**src/rtl/instruction_fetch_if.sv**
```systemverilog
// -----------------------------------------------------------------------------
// instruction_fetch_if
// Groups every non-clock signal of the fetch stage into one bundle.
//   Instruction-memory side : ImemReq, ImemAddr (fetch -> mem),
//                             ImemReady, ImemData (mem -> fetch)
//   Hazard/branch control   : Stall, BranchTaken, BranchTarget (-> fetch)
//   IF/ID register outputs  : InstrOut, OpcodeOut, PcPlus4Out, InstrValid
//   Optional perf counters  : FetchCount, FlushCount (only with IFETCH_PERF_EN)
// Modports: master = the fetch stage, slave = its environment.
// Optional feature macro: IFETCH_PERF_EN
// -----------------------------------------------------------------------------
interface instruction_fetch_if #(
    parameter int PC_WIDTH = 32
);
    logic                ImemReq;
    logic [PC_WIDTH-1:0] ImemAddr;
    logic                ImemReady;
    logic [31:0]         ImemData;
    logic                Stall;
    logic                BranchTaken;
    logic [PC_WIDTH-1:0] BranchTarget;
    logic [31:0]         InstrOut;
    logic [5:0]          OpcodeOut;
    logic [PC_WIDTH-1:0] PcPlus4Out;
    logic                InstrValid;
`ifdef IFETCH_PERF_EN
    logic [31:0]         FetchCount;
    logic [15:0]         FlushCount;
`endif

    modport master (
        input  ImemReady, ImemData, Stall, BranchTaken, BranchTarget,
`ifdef IFETCH_PERF_EN
        output FetchCount, FlushCount,
`endif
        output ImemReq, ImemAddr, InstrOut, OpcodeOut, PcPlus4Out, InstrValid
    );

    modport slave (
        output ImemReady, ImemData, Stall, BranchTaken, BranchTarget,
`ifdef IFETCH_PERF_EN
        input  FetchCount, FlushCount,
`endif
        input  ImemReq, ImemAddr, InstrOut, OpcodeOut, PcPlus4Out, InstrValid
    );
endinterface

```
**src/rtl/instruction_fetch.sv**
```systemverilog
// -----------------------------------------------------------------------------
// instruction_fetch
// Fetch stage feeding the main decoder. Owns the PC, requests instructions
// from instruction memory with a req/ready handshake, and holds the IF/ID
// register. A one-entry buffer catches a word that arrives while the hazard
// unit is stalling, so nothing is lost or fetched twice.
// Ports:
//   Clk    in  rising-edge clock
//   Reset  in  asynchronous, active-high
//   bus    instruction_fetch_if.master (memory handshake, stall/branch
//          inputs, IF/ID outputs, optional perf counters)
// Parameters: PC_WIDTH (PC width), RESET_PC (word-aligned reset PC).
// Optional feature macro: IFETCH_PERF_EN adds saturating FetchCount and
// FlushCount counters on the interface.
// -----------------------------------------------------------------------------
module instruction_fetch #(
    parameter int                  PC_WIDTH = 32,
    parameter logic [PC_WIDTH-1:0] RESET_PC = '0
) (
    input  logic                Clk,
    input  logic                Reset,
    instruction_fetch_if.master bus
);
    typedef enum logic {FETCH, HOLD} state_e;

    localparam logic [PC_WIDTH-1:0] PC_STEP    = PC_WIDTH'(4);
    localparam logic [PC_WIDTH-1:0] ALIGN_MASK = ~PC_WIDTH'(3);

    state_e              state_q, state_d;
    logic [PC_WIDTH-1:0] pc_q, pc_d, pc_plus4;
    logic [31:0]         instr_q, instr_d;
    logic [PC_WIDTH-1:0] pcp4_q, pcp4_d;
    logic                valid_q, valid_d;
    logic [31:0]         buf_instr_q, buf_instr_d;
    logic [PC_WIDTH-1:0] buf_pcp4_q, buf_pcp4_d;
    // Held low during reset and for the first cycle after it, so the first
    // request appears one cycle after Reset falls.
    logic                req_en_q;

    assign pc_plus4 = pc_q + PC_STEP;

    always_comb begin
        state_d     = state_q;
        pc_d        = pc_q;
        instr_d     = instr_q;
        pcp4_d      = pcp4_q;
        valid_d     = valid_q;
        buf_instr_d = buf_instr_q;
        buf_pcp4_d  = buf_pcp4_q;

        if (bus.BranchTaken) begin
            // Redirect wins over everything: drop buffer and any same-cycle data.
            pc_d    = bus.BranchTarget & ALIGN_MASK;
            instr_d = '0;
            valid_d = 1'b0;
            state_d = FETCH;
        end else if (state_q == HOLD) begin
            if (!bus.Stall) begin
                instr_d = buf_instr_q;
                pcp4_d  = buf_pcp4_q;
                valid_d = 1'b1;
                state_d = FETCH;
            end
        end else if (req_en_q && bus.ImemReady) begin
            pc_d = pc_plus4;
            if (!bus.Stall) begin
                instr_d = bus.ImemData;
                pcp4_d  = pc_plus4;
                valid_d = 1'b1;
            end else begin
                buf_instr_d = bus.ImemData;
                buf_pcp4_d  = pc_plus4;
                state_d     = HOLD;
            end
        end else if (!bus.Stall) begin
            // Memory not ready and decoder free: insert a nop bubble.
            instr_d = '0;
            valid_d = 1'b0;
        end
    end

    always_ff @(posedge Clk or posedge Reset) begin
        if (Reset) begin
            state_q  <= FETCH;
            pc_q     <= RESET_PC;
            instr_q  <= '0;
            pcp4_q   <= '0;
            valid_q  <= 1'b0;
            req_en_q <= 1'b0;
        end else begin
            state_q  <= state_d;
            pc_q     <= pc_d;
            instr_q  <= instr_d;
            pcp4_q   <= pcp4_d;
            valid_q  <= valid_d;
            req_en_q <= 1'b1;
        end
    end

    // Buffer contents are only meaningful in HOLD, so they need no reset.
    always_ff @(posedge Clk) begin
        buf_instr_q <= buf_instr_d;
        buf_pcp4_q  <= buf_pcp4_d;
    end

    assign bus.ImemReq    = req_en_q && (state_q == FETCH);
    assign bus.ImemAddr   = pc_q;
    assign bus.InstrOut   = instr_q;
    assign bus.OpcodeOut  = instr_q[31:26];
    assign bus.PcPlus4Out = pcp4_q;
    assign bus.InstrValid = valid_q;

`ifdef IFETCH_PERF_EN
    function automatic logic [31:0] sat_inc32(input logic [31:0] v);
        return (&v) ? v : v + 32'd1;
    endfunction

    function automatic logic [15:0] sat_inc16(input logic [15:0] v);
        return (&v) ? v : v + 16'd1;
    endfunction

    logic [31:0] fetch_cnt_q;
    logic [15:0] flush_cnt_q;
    logic        load_valid;

    // IF/ID receives a real instruction: from the buffer or straight from memory.
    assign load_valid = !bus.BranchTaken && !bus.Stall &&
                        ((state_q == HOLD) || (req_en_q && bus.ImemReady));

    always_ff @(posedge Clk or posedge Reset) begin
        if (Reset) begin
            fetch_cnt_q <= '0;
            flush_cnt_q <= '0;
        end else begin
            if (load_valid)      fetch_cnt_q <= sat_inc32(fetch_cnt_q);
            if (bus.BranchTaken) flush_cnt_q <= sat_inc16(flush_cnt_q);
        end
    end

    assign bus.FetchCount = fetch_cnt_q;
    assign bus.FlushCount = flush_cnt_q;
`else
    // Performance counters not built.
`endif
endmodule

```
**src/flat_wrapper.sv**
```systemverilog
// flat-port wrapper written by rule: the top's interface ports become plain ports
module instruction_fetch_flat 
#(
    parameter int                  PC_WIDTH = 32,
    parameter logic [PC_WIDTH-1:0] RESET_PC = '0
)
  (Clk, Reset, bus_ImemReady, bus_ImemData, bus_Stall, bus_BranchTaken, bus_BranchTarget, bus_ImemReq, bus_ImemAddr, bus_InstrOut, bus_OpcodeOut, bus_PcPlus4Out, bus_InstrValid);
  instruction_fetch_if #(.PC_WIDTH(PC_WIDTH)) bus_i ();
  input  logic Clk;
  input  logic Reset;
  input wire logic [$bits(bus_i.ImemReady)-1:0] bus_ImemReady;
  input wire logic [$bits(bus_i.ImemData)-1:0] bus_ImemData;
  input wire logic [$bits(bus_i.Stall)-1:0] bus_Stall;
  input wire logic [$bits(bus_i.BranchTaken)-1:0] bus_BranchTaken;
  input wire logic [$bits(bus_i.BranchTarget)-1:0] bus_BranchTarget;
  output wire logic [$bits(bus_i.ImemReq)-1:0] bus_ImemReq;
  output wire logic [$bits(bus_i.ImemAddr)-1:0] bus_ImemAddr;
  output wire logic [$bits(bus_i.InstrOut)-1:0] bus_InstrOut;
  output wire logic [$bits(bus_i.OpcodeOut)-1:0] bus_OpcodeOut;
  output wire logic [$bits(bus_i.PcPlus4Out)-1:0] bus_PcPlus4Out;
  output wire logic [$bits(bus_i.InstrValid)-1:0] bus_InstrValid;
  assign bus_i.ImemReady = bus_ImemReady;
  assign bus_i.ImemData = bus_ImemData;
  assign bus_i.Stall = bus_Stall;
  assign bus_i.BranchTaken = bus_BranchTaken;
  assign bus_i.BranchTarget = bus_BranchTarget;
  assign bus_ImemReq = bus_i.ImemReq;
  assign bus_ImemAddr = bus_i.ImemAddr;
  assign bus_InstrOut = bus_i.InstrOut;
  assign bus_OpcodeOut = bus_i.OpcodeOut;
  assign bus_PcPlus4Out = bus_i.PcPlus4Out;
  assign bus_InstrValid = bus_i.InstrValid;
  instruction_fetch #(.PC_WIDTH(PC_WIDTH), .RESET_PC(RESET_PC)) u_core (.Clk(Clk), .Reset(Reset), .bus(bus_i));
endmodule
```
**config.mk**
```make
export PLATFORM = sky130hd
export DESIGN_NAME = instruction_fetch_flat
export DESIGN_NICKNAME = d
export VERILOG_FILES = /design/src/rtl/instruction_fetch_if.sv /design/src/rtl/instruction_fetch.sv /design/src/flat_wrapper.sv
export SDC_FILE = /design/constraint.sdc
export NUM_CORES = 1
export LEC_CHECK = 0
export BUFFER_PORTS_ARGS = -buffer_cell sky130_fd_sc_hd__buf_2
export CAP_MARGIN = 15
export CORE_MARGIN = 2
export CORE_UTILIZATION = 54
export DETAILED_ROUTE_END_ITERATION = 10
export PLACE_DENSITY = 0.8
export SYNTH_ARGS = -nofsm -noshare
export SYNTH_HDL_FRONTEND = slang
export SYNTH_SLANG_ARGS = --single-unit
```
**constraint.sdc**
```tcl
create_clock -name Clk -period 6.05 [get_ports Clk]
set_input_delay 1.21 -clock Clk [delete_from_list [all_inputs] [get_ports Clk]]
set_output_delay 1.21 -clock Clk [all_outputs]
set_load 0.02 [all_outputs]
```
==> results of run 1 <==
## routing by layer
layer | up-vias | GRT usage
met4 | 2 | 0.1034
met5 | - | 0
met3 | 32 | 0.06753
met2 | 235 | 0.4127
li1 | 2624 | -
met1 | 2724 | 0.3186
## flip-flops by register name, summed over array words and instances, names as in the netlist
signal                 count
u_core.buf_instr_q        32
u_core.bus.InstrOut       32
u_core.buf_pcp4_q         30
u_core.bus.ImemAddr       30
u_core.bus.PcPlus4Out     30
u_core.bus.InstrValid      1
u_core.req_en_q            1
u_core.state_q             1
## path summary, 6_finish.rpt
path | start | endpoint | slack, ns | cells after the start
min in group asynchronous | Reset | u_core.bus.InstrOut[25] | 0.85 | 2
worst max register to register | u_core.state_q | u_core.buf_instr_q[8] | 2.68 | 4
worst min register to register | u_core.bus.PcPlus4Out[13] | u_core.bus.PcPlus4Out[13] | 0.46 | 2
worst max-delay path | bus_ImemReady | u_core.buf_instr_q[8] | 2.65 | 4
worst min-delay path | u_core.bus.PcPlus4Out[13] | u_core.bus.PcPlus4Out[13] | 0.46 | 2
max in group asynchronous | Reset | u_core.state_q | 4.06 | 3
## cells in the mapped netlist, types with 2 or more instances
| cell | n |
|---|---|
| nand2_1 | 64 |
| nand4_2 | 3 |
| buf_4 | 10 |
| edfxtp_1 | 62 |
| dfrtp_1 | 95 |
| nor2b_1 | 2 |
| inv_1 | 6 |
| o21ai_1 | 8 |
| or2_1 | 2 |
| and3_1 | 18 |
| buf_1 | 5 |
| nor4_4 | 2 |
| xnor2_1 | 34 |
| a221o_1 | 16 |
| nor4_2 | 2 |
| conb_1 | 2 |
| a21oi_1 | 34 |
| and4_1 | 3 |
| nand2b_1 | 2 |
| nor4_1 | 5 |
| nor2_1 | 87 |
| o211ai_1 | 2 |
| and2_1 | 2 |
| nand4_1 | 12 |
| o21ai_0 | 40 |
| xor2_1 | 20 |
| buf_2 | 7 |
| nand3_1 | 17 |
| nor3_1 | 16 |
| or4_1 | 2 |
| a22oi_1 | 32 |
| clkbuf_1 | 36 |
| mux2i_1 | 7 |
## worst min-delay path, delay by kind of cell, from the launching register on
kind | cells | cell delay [ns]
flops | 1 | 0.34
simple gates | 2 | 0.10
## stage by stage
| step | utilization | worst slack (ns) | instances |
|---|---|---|---|
| finish | 0.6615 | 2.646 | 991 |
| global route | 0.6613 | 2.466 | 990 |
| CTS | 0.6613 | 2.669 | 990 |
| detailed placement | 0.6125 | 2.209 | 958 |
| global placement | 0.6125 | 2.315 | 958 |
| floorplan | - | 1.268 | 668 |
## area by class of cell
cell class	instances	share of cell area
flip-flops and latches	157	0.4899
multi-input cells	446	0.3057
repair buffers	173	0.1021
clock buffers	24	0.05941
well taps	176	0.02544
clock inverters	8	0.01431
inverters	6	0.002891
diodes	1	0.0002891
## where the power goes
group / switching, mW / leakage (nW) / internal, mW / total [mW]
Sequential: 0.0759 / 1.79 / 1.19 / 1.27
Clock: 0.413 / 0.315 / 0.722 / 1.13
Combinational: 0.255 / 1.75 / 0.145 / 0.399
Total: 0.744 / 3.85 / 2.06 / 2.80
## cells by family (layout without fill, tap and decap cells)
group | after synthesis | after routing | share of synthesized area
AO/OA/AOI/OAI | 133 | 133 | 0.1165
XOR/XNOR | 55 | 55 | 0.06830
adder cells (fa/ha/maj) | 1 | 1 | 0.001746
buffers and inverters | 65 | 211 | 0.04157
flip-flops | 157 | 157 | 0.5918
multiplexers | 8 | 8 | 0.01135
other | 2 | 6 | 0.001048
AND/OR/NAND/NOR | 244 | 244 | 0.1677
==> summary.md, run 1 <==
| Metric | Value |
|---|---|
| Required time of the worst setup path | `6.11 ns` |
| Met3 WL post-DR | `1316 um` |
| IR drop worst, VDD | `231.8 uV` |
| IO Count | `173` |
| All-Layer GR Usage | `0.2519` |
| Commonest non-fill, non-tap cell in the layout | `buf_2` |
| Filler instances | `1010` |
| Vias in the first global route | `5560` |
| Syn Inst Count | `665` |
| Crit path kind | `input port to register` |
| TritonCTS buffer count | `17` |
| Met2 WL post-DR | `8625 um` |
| 1st-pass router iterations | `6` |
| Wl on met1 | `6938 um` |
| Max Slew Vio Count | `0` |
| Top layer in use | `met5` |
| IO buf count | `166` |
| CP startpoint kind | `input port` |
| Power density cells | `324.0 nW/um^2` |
| Total Wirelength | `17320 um` |
| Final Cycle Share | `0.5626` |
| Clock sinks | `157` |
| CTS resizes | `0` |
| Synth top area share | `0.3319` |
| Worst hold margin | `0.4635 ns` |
| Drt drc | `0` |
| Setup bufs post-CTS | `0` |
| Synthesized area | `7163 um^2` |
| Max_cap viols | `0` |
| Ranking of synthesized cells by area | `dfrtp_1, edfxtp_1, nor2_1` |
| Rows | `42` |
| Placer Congestion | `0.8755` |
| CP bufs+invs | `2` |
| Multi-input combinational cell area | `2646 um^2` |
| Avg Inst Size Synth | `10.77 um^2` |
| Cts hold-fix bufs | `0` |
| Max_slew headroom | `0.2966` |
| Min cycle time layout | `3.404 ns` |
| Vias per cell | `5.668` |
| Die width | `119.2 um` |
| H-tree depth | `4` |
| Primary FF master, synth | `dfrtp_1` |
| Worst-Skew Late Latency | `0.42 ns` |
| Cell family with most CP delay | `simple AND/OR/NAND/NOR gates` |
| DP Area | `8015 um^2` |
| Nets | `871` |
| Most frequent cells in the layout | `buf_2, dfrtp_1, nor2_1, nand2_1, edfxtp_1` |
| Root Buffer | `clkbuf_16` |
| 1st-iter DRT viols | `473` |
| Share of layout cells above drive strength 1 | `0.2690` |
| Routed WL per cell | `17.48 um` |
| Largest net degree at the start of global routing | `95` |
| Outcome | `completed` |
| First-pass GRT wire length | `27990 um` |
| Initial core utilization | `0.5474` |
| Layout Skew | `0.008623 ns` |
| Static leakage | `3.849 nW` |
| Final setup fails | `0` |
| Worst path slowest cell | `nor2_4` |
| Register area share after synthesis | `0.5918` |
| EDFF count, synth | `62` |
| Critical path fanouts, max | `38` |
| WP data arrival | `3.46 ns` |
| Total grt overflow | `0` |
| Total Power | `2.805 mW` |
| CORE AREA | `13090 um^2` |
| Max clock buf depth | `2` |
| CTS tree | `yes` |
| Syn. warnings | `0` |
| HP Class | `register to register` |
| FF+latch area | `4240 um^2` |
| Vias | `5617` |
| Crit. End Element | `register` |
| Synth Register Bits | `157` |
| Final hold vios | `0` |
| Ys async rst share | `0.6051` |
| Area leader, netlist | `dfrtp_1` |
| Critical path, cell by cell | `buf_2 > nand3_1 > nor2_4 > buf_4` |
| Die span in y | `119.2 um` |
| DP HPWL | `11560 um` |
| Max frequency | `293.8 MHz` |
| Final antenna-violating net count | `0` |
| Full die area | `14200 um^2` |
| Antenna violations before repair | `1` |
| Max stage delay on crit path | `0.88 ns` |
| Worst-margin pin slew | `1.051 ns` |
| Setup TNS | `0 ns` |
| Post-synth cell types | `43` |
| Design Area, Final | `8656 um^2` |
| Clock slew seen by the registers of the worst setup and hold paths | `0.06 ns` |
| RSZ-0062 raised after global routing | `false` |
| Area growth syn-to-layout | `20.84%` |
Power figures use the tool's default switching activity.
==> run 2: changes to the inputs <==
- CORE_UTILIZATION: 54 -> 48
- PLACE_DENSITY: 0.8 -> 0.76
- clock period: 6.05 -> 2.83 ns (I/O delays scaled with it)
==> summary.md, run 2 (synthesis results as in run 1) <==
| Metric | Value |
|---|---|
| Most frequent cells in the layout | `buf_2, dfrtp_1, nor2_1, nand2_1, edfxtp_1 (unchanged)` |
| All-Layer GR Usage | `0.2258 (was 0.2519)` |
| Total grt overflow | `0 (unchanged)` |
| Critical path depth | `6 (was 4)` |
| Area growth syn-to-layout | `22.17% (was 20.84%)` |
| 1st-iter DRT viols | `418 (was 473)` |
| Min cycle time layout | `2.454 ns` |
| Nets | `879 (was 871)` |
| Commonest non-fill, non-tap cell in the layout | `buf_2 (unchanged)` |
| Worst-margin pin slew | `1.070 ns (was 1.051 ns)` |
| Die span in y | `126.2 um (was 119.2 um)` |
| H-tree depth | `4 (unchanged)` |
| Total Power | `6.052 mW (was 2.805 mW)` |
| DP Cell Count | `974 (was 958)` |
| Final Cycle Share | `0.8670` |
| Cts hold-fix bufs | `0 (unchanged)` |
| Drt drc | `0 (unchanged)` |
| Final WS setup | `0.3764 ns (was 2.646 ns)` |
| Max clock buf depth | `2 (unchanged)` |
| Total Wirelength | `17680 um (was 17320 um)` |
| Final antenna-violating net count | `0 (unchanged)` |
| Max stage delay on crit path | `0.75 ns (was 0.88 ns)` |
| Max Slew Vio Count | `0 (unchanged)` |
| R2R Setup Slk | `0.38 ns (was 2.68 ns)` |
| CTS resizes | `0 (unchanged)` |
| Crit path to | `u_core.bus.PcPlus4Out[22] (was u_core.buf_instr_q[8])` |
| CORE AREA | `14530 um^2 (was 13090 um^2)` |
| Max frequency | `407.6 MHz` |
| Antenna violations before repair | `3 (was 1)` |
| Max_slew headroom | `0.2840 (was 0.2966)` |
| CTS tree | `yes (unchanged)` |
| Critical path fanouts, max | `8 (was 38)` |
| Largest net degree at the start of global routing | `92 (was 95)` |
| IR drop worst, VDD | `525.5 uV (was 231.8 uV)` |
| Finished Layout Cells | `1008 (was 991)` |
| Clock sinks | `157 (unchanged)` |
| Share of layout cells above drive strength 1 | `0.2786 (was 0.2690)` |
| Vias per cell | `5.548 (was 5.668)` |
| DP HPWL | `11720 um (was 11560 um)` |
| Full die area | `15920 um^2 (was 14200 um^2)` |
| Critical R2R Capture | `u_core.bus.PcPlus4Out[22] (was u_core.buf_instr_q[8])` |
| Setup bufs post-CTS | `0 (unchanged)` |
| TritonCTS buffer count | `17 (unchanged)` |
| Final setup fails | `0 (unchanged)` |
| Vias | `5592 (was 5617)` |
| Crit path kind | `register to register (was input port to register)` |
| IO buf count | `166 (unchanged)` |
| Placer Congestion | `0.8804 (was 0.8755)` |
| Static leakage | `3.880 nW (was 3.849 nW)` |
| Final hold vios | `0 (unchanged)` |
| Initial core utilization | `0.4929 (was 0.5474)` |
| Rows | `44 (was 42)` |
| Clock slew seen by the registers of the worst setup and hold paths | `0.06 ns (about the same)` |
| DP Area | `8099 um^2 (was 8015 um^2)` |
| Crit. End Element | `register (unchanged)` |
| HP Class | `input port to asynchronous set/reset pin (was register to register)` |
| CP bufs+invs | `0 (was 2)` |
| Layout Skew | `0.006496 ns (was 0.008623 ns)` |
| R2R depth | `6 (was 4)` |
| Root Buffer | `clkbuf_16 (unchanged)` |
| Power density cells | `691.6 nW/um^2 (was 324.0 nW/um^2)` |
| 1st-pass router iterations | `5 (was 6)` |
| First-pass GRT wire length | `28390 um (was 27990 um)` |
| Worst r2r src | `u_core.bus.ImemAddr[2] (was u_core.state_q)` |
| Cell family with most CP delay | `simple AND/OR/NAND/NOR gates (unchanged)` |
| Die width | `126.2 um (was 119.2 um)` |
| Critical path, cell by cell | `ha_1 > nand3_4 > or4_1 > nor3_2 > xor2_1 > a221o_1 (was buf_2 > nand3_1 > nor2_4 > buf_4)` |
| Routed WL per cell | `17.54 um (was 17.48 um)` |
| Setup TNS | `0 ns (unchanged)` |
| Worst path slowest cell | `or4_1 (was nor2_4)` |
| Design Area, Final | `8751 um^2 (was 8656 um^2)` |
| Required time of the worst setup path | `3.13 ns (was 6.11 ns)` |
| Max_cap viols | `0 (unchanged)` |
| WP data arrival | `2.76 ns (was 3.46 ns)` |
| RSZ-0062 raised after global routing | `false (unchanged)` |
| Outcome | `completed (unchanged)` |
| Crit path launch | `u_core.bus.ImemAddr[2] (was bus_ImemReady)` |
| IO Count | `173 (unchanged)` |
| Pre-CTS WS | `0.3688 ns (was 2.209 ns)` |
| Worst-Skew Late Latency | `0.42 ns (about the same)` |
| Vias in the first global route | `5426 (was 5560)` |
| CP startpoint kind | `register (was input port)` |
==> run 2: where the power goes <==
group | switching [mW] | total [mW] | internal, mW
clock | 0.913 | 2.48 | 1.56
sequential | 0.154 | 2.71 | 2.55
combinational | 0.552 | 0.869 | 0.317
total | 1.62 | 6.05 | 4.43
==> run 2: how the worst min path moves through the flow <==
| stage | from | end | depth (start not counted) |
|---|---|---|---|
| after floorplan | u_core.buf_pcp4_q[29] | u_core.bus.PcPlus4Out[29] | 2 |
| after global placement | u_core.bus.PcPlus4Out[13] | u_core.bus.PcPlus4Out[13] | 2 |
| after detailed placement | u_core.bus.PcPlus4Out[13] | u_core.bus.PcPlus4Out[13] | 2 |
| after CTS | Reset | u_core.bus.PcPlus4Out[11] | 2 |
| after global routing | Reset | u_core.bus.PcPlus4Out[11] | 2 |
| final | Reset | u_core.bus.PcPlus4Out[11] | 2 |
==> run 2: final cells by class <==
class,count,area (um^2)
well taps,184,230.2
fillers,1237,5783
repair buffers,181,955.9
clock inverters,15,221.5
flip-flops and latches,157,4240
clock buffers,17,425.4
diodes,2,5.005
inverters,6,26.28
multi-input cells,446,2646
==> run 2: metrics by stage <==
step,hold slack (ns),utilization
5_1_grt,0.2111,0.6019
3_3_place_gp,0.4479,0.5572
3_5_place_dp,0.4545,0.5572
2_1_floorplan,0.4930,-
4_1_cts,0.1754,0.6018
6_report,0.1732,0.6021
==> run 2: layer usage <==
metal / GRT usage / share of wire
met3: 0.05310 / 0.064
met4: 0.08274 / 0.021
met2: 0.3662 / 0.49
met5: 0 / 0.00074
met1: 0.2984 / 0.43
==> run 3: changes to the inputs <==
- CORE_ASPECT_RATIO: default -> 1.2
- PLACE_DENSITY: 0.76 -> 0.86
==> summary.md, run 3 (synthesis results as in run 1) <==
| Metric | Value |
|---|---|
| R2R depth | `6 (unchanged)` |
| Crit. End Element | `register (unchanged)` |
| DP HPWL | `11690 um (was 11720 um)` |
| Area growth syn-to-layout | `21.89% (was 22.17%)` |
| Final Cycle Share | `0.8963 (was 0.8670)` |
| Drt drc | `0 (unchanged)` |
| 1st-iter DRT viols | `546 (was 418)` |
| WP data arrival | `2.83 ns (was 2.76 ns)` |
| Critical R2R Capture | `u_core.bus.PcPlus4Out[22] (unchanged)` |
| Power density cells | `680.4 nW/um^2 (was 691.6 nW/um^2)` |
| First-pass GRT wire length | `27130 um (was 28390 um)` |
| Commonest non-fill, non-tap cell in the layout | `buf_2 (unchanged)` |
| Antenna violations before repair | `0 (was 3)` |
| FF+latch area | `4240 um^2 (unchanged)` |
| Vias | `5492 (was 5592)` |
| Die width | `115.5 um (was 126.2 um)` |
| Cts hold-fix bufs | `0 (unchanged)` |
| Setup TNS | `0 ns (unchanged)` |
| Required time of the worst setup path | `3.12 ns (was 3.13 ns)` |
| Largest net degree at the start of global routing | `70 (was 92)` |
| Pre-CTS WS | `0.3600 ns (was 0.3688 ns)` |
| Root Buffer | `clkbuf_16 (unchanged)` |
| Most frequent cells in the layout | `buf_2, dfrtp_1, nor2_1, nand2_1, edfxtp_1 (unchanged)` |
| Worst-margin pin slew | `0.9688 ns (was 1.070 ns)` |
| Nets | `879 (unchanged)` |
| CORE AREA | `14470 um^2 (was 14530 um^2)` |
| Final hold vios | `0 (unchanged)` |
| H-tree depth | `4 (unchanged)` |
| Final antenna-violating net count | `0 (unchanged)` |
| All-Layer GR Usage | `0.2202 (was 0.2258)` |
| Worst-Skew Late Latency | `0.41 ns (was 0.42 ns)` |
| Share of layout cells above drive strength 1 | `0.2762 (was 0.2786)` |
| Critical path fanouts, max | `8 (unchanged)` |
| Final WS setup | `0.2934 ns (was 0.3764 ns)` |
| Final setup fails | `0 (unchanged)` |
| Multi-input combinational cell area | `2646 um^2 (unchanged)` |
| Clock sinks | `157 (unchanged)` |
| Max Slew Vio Count | `0 (unchanged)` |
| CTS resizes | `0 (unchanged)` |
| Antenna fix cells | `0 (was 2)` |
| Min cycle time layout | `2.537 ns (was 2.454 ns)` |
| R2R Setup Slk | `0.29 ns (was 0.38 ns)` |
| Setup bufs post-CTS | `0 (unchanged)` |
| Initial core utilization | `0.4949 (was 0.4929)` |
| Clock slew seen by the registers of the worst setup and hold paths | `0.06 ns (about the same)` |
| TritonCTS buffer count | `17 (unchanged)` |
| Rows | `48 (was 44)` |
| Filler instances | `1156 (was 1237)` |
| Placer Congestion | `0.8575 (was 0.8804)` |
| IO buf count | `166 (unchanged)` |
| Full die area | `15920 um^2 (about the same)` |
| Die span in y | `137.8 um (was 126.2 um)` |
| Total grt overflow | `0 (unchanged)` |
| Vias per cell | `5.374 (was 5.548)` |
| Outcome | `completed (unchanged)` |
| Max_slew headroom | `0.3518 (was 0.2840)` |
| IR drop worst, VDD | `396.2 uV (was 525.5 uV)` |
| 1st-pass router iterations | `5 (unchanged)` |
| HP Class | `input port to asynchronous set/reset pin (unchanged)` |
| Crit path kind | `register to register (unchanged)` |
| Routed WL per cell | `16.83 um (was 17.54 um)` |
| Max_cap viols | `0 (unchanged)` |
| Total Power | `5.941 mW (was 6.052 mW)` |
| Max clock buf depth | `2 (unchanged)` |
| RSZ-0062 raised after global routing | `false (unchanged)` |
| Total Wirelength | `17200 um (was 17680 um)` |
| Static leakage | `3.864 nW (was 3.880 nW)` |
| IO Count | `173 (unchanged)` |
| Max frequency | `394.2 MHz (was 407.6 MHz)` |
| Layout Skew | `0.009642 ns (was 0.006496 ns)` |
| Vias in the first global route | `5377 (was 5426)` |
| CTS tree | `yes (unchanged)` |
| CP startpoint kind | `register (unchanged)` |
| Worst r2r src | `u_core.bus.ImemAddr[2] (unchanged)` |
[run 3: worst max-delay path, stage by stage, from the launching register on]
cell and delay, ns:
dfrtp_1 0.48, ha_1 0.31, nand3_4 0.16, or4_1 0.74, nor3_2 0.25, xor2_1 0.13
a221o_1 0.34
[run 3: power breakdown]
| group | total (mW) | internal [mW] | switching [mW] |
|---|---|---|---|
| Clock | 2.34 | 1.46 | 0.879 |
| Sequential | 2.70 | 2.55 | 0.151 |
| Combinational | 0.896 | 0.317 | 0.579 |
| Total | 5.94 | 4.33 | 1.61 |
[run 3: worst max-delay path by stage]
| stage | startpoint | slack (ns) | to | cells past startpoint |
|---|---|---|---|---|
| finish | u_core.bus.ImemAddr[2] | 0.29 | u_core.bus.PcPlus4Out[22] | 6 |
| global route | u_core.bus.ImemAddr[2] | 0.18 | u_core.bus.PcPlus4Out[22] | 6 |
| CTS | u_core.bus.ImemAddr[2] | 0.33 | u_core.bus.PcPlus4Out[22] | 6 |
| detailed placement | u_core.bus.ImemAddr[2] | 0.36 | u_core.bus.PcPlus4Out[22] | 6 |
| global placement | u_core.bus.ImemAddr[2] | 0.42 | u_core.bus.PcPlus4Out[22] | 6 |
| floorplan | u_core.state_q | 0.31 | u_core.buf_instr_q[0] | 5 |
[run 3: final cells by class]
cell class,instances,share of cell area
well taps,200,0.02866
clock inverters,10,0.01562
flip-flops and latches,157,0.4857
multi-input cells,446,0.3031
clock buffers,22,0.05446
repair buffers,181,0.1095
inverters,6,0.003009
[run 3: per-layer routing]
metal,global-route usage,routed length [um],up-vias
li1,-,-,2634
met1,0.2767,7342,2639
met2,0.3681,8593,191
met3,0.04487,812,28
met4,0.09572,453,0
met5,0,0,-
[run 3: stage by stage]
step | hold WS, ns | instances | instance area, um^2 | util
floorplan | 0.4930 | 668 | 7186 | -
global placement | 0.4496 | 990 | 8119 | 0.5609
detailed placement | 0.4573 | 990 | 8119 | 0.5609
CTS | 0.2635 | 1022 | 8731 | 0.6032
global route | 0.2818 | 1022 | 8731 | 0.6032
finish | 0.2630 | 1022 | 8731 | 0.6032
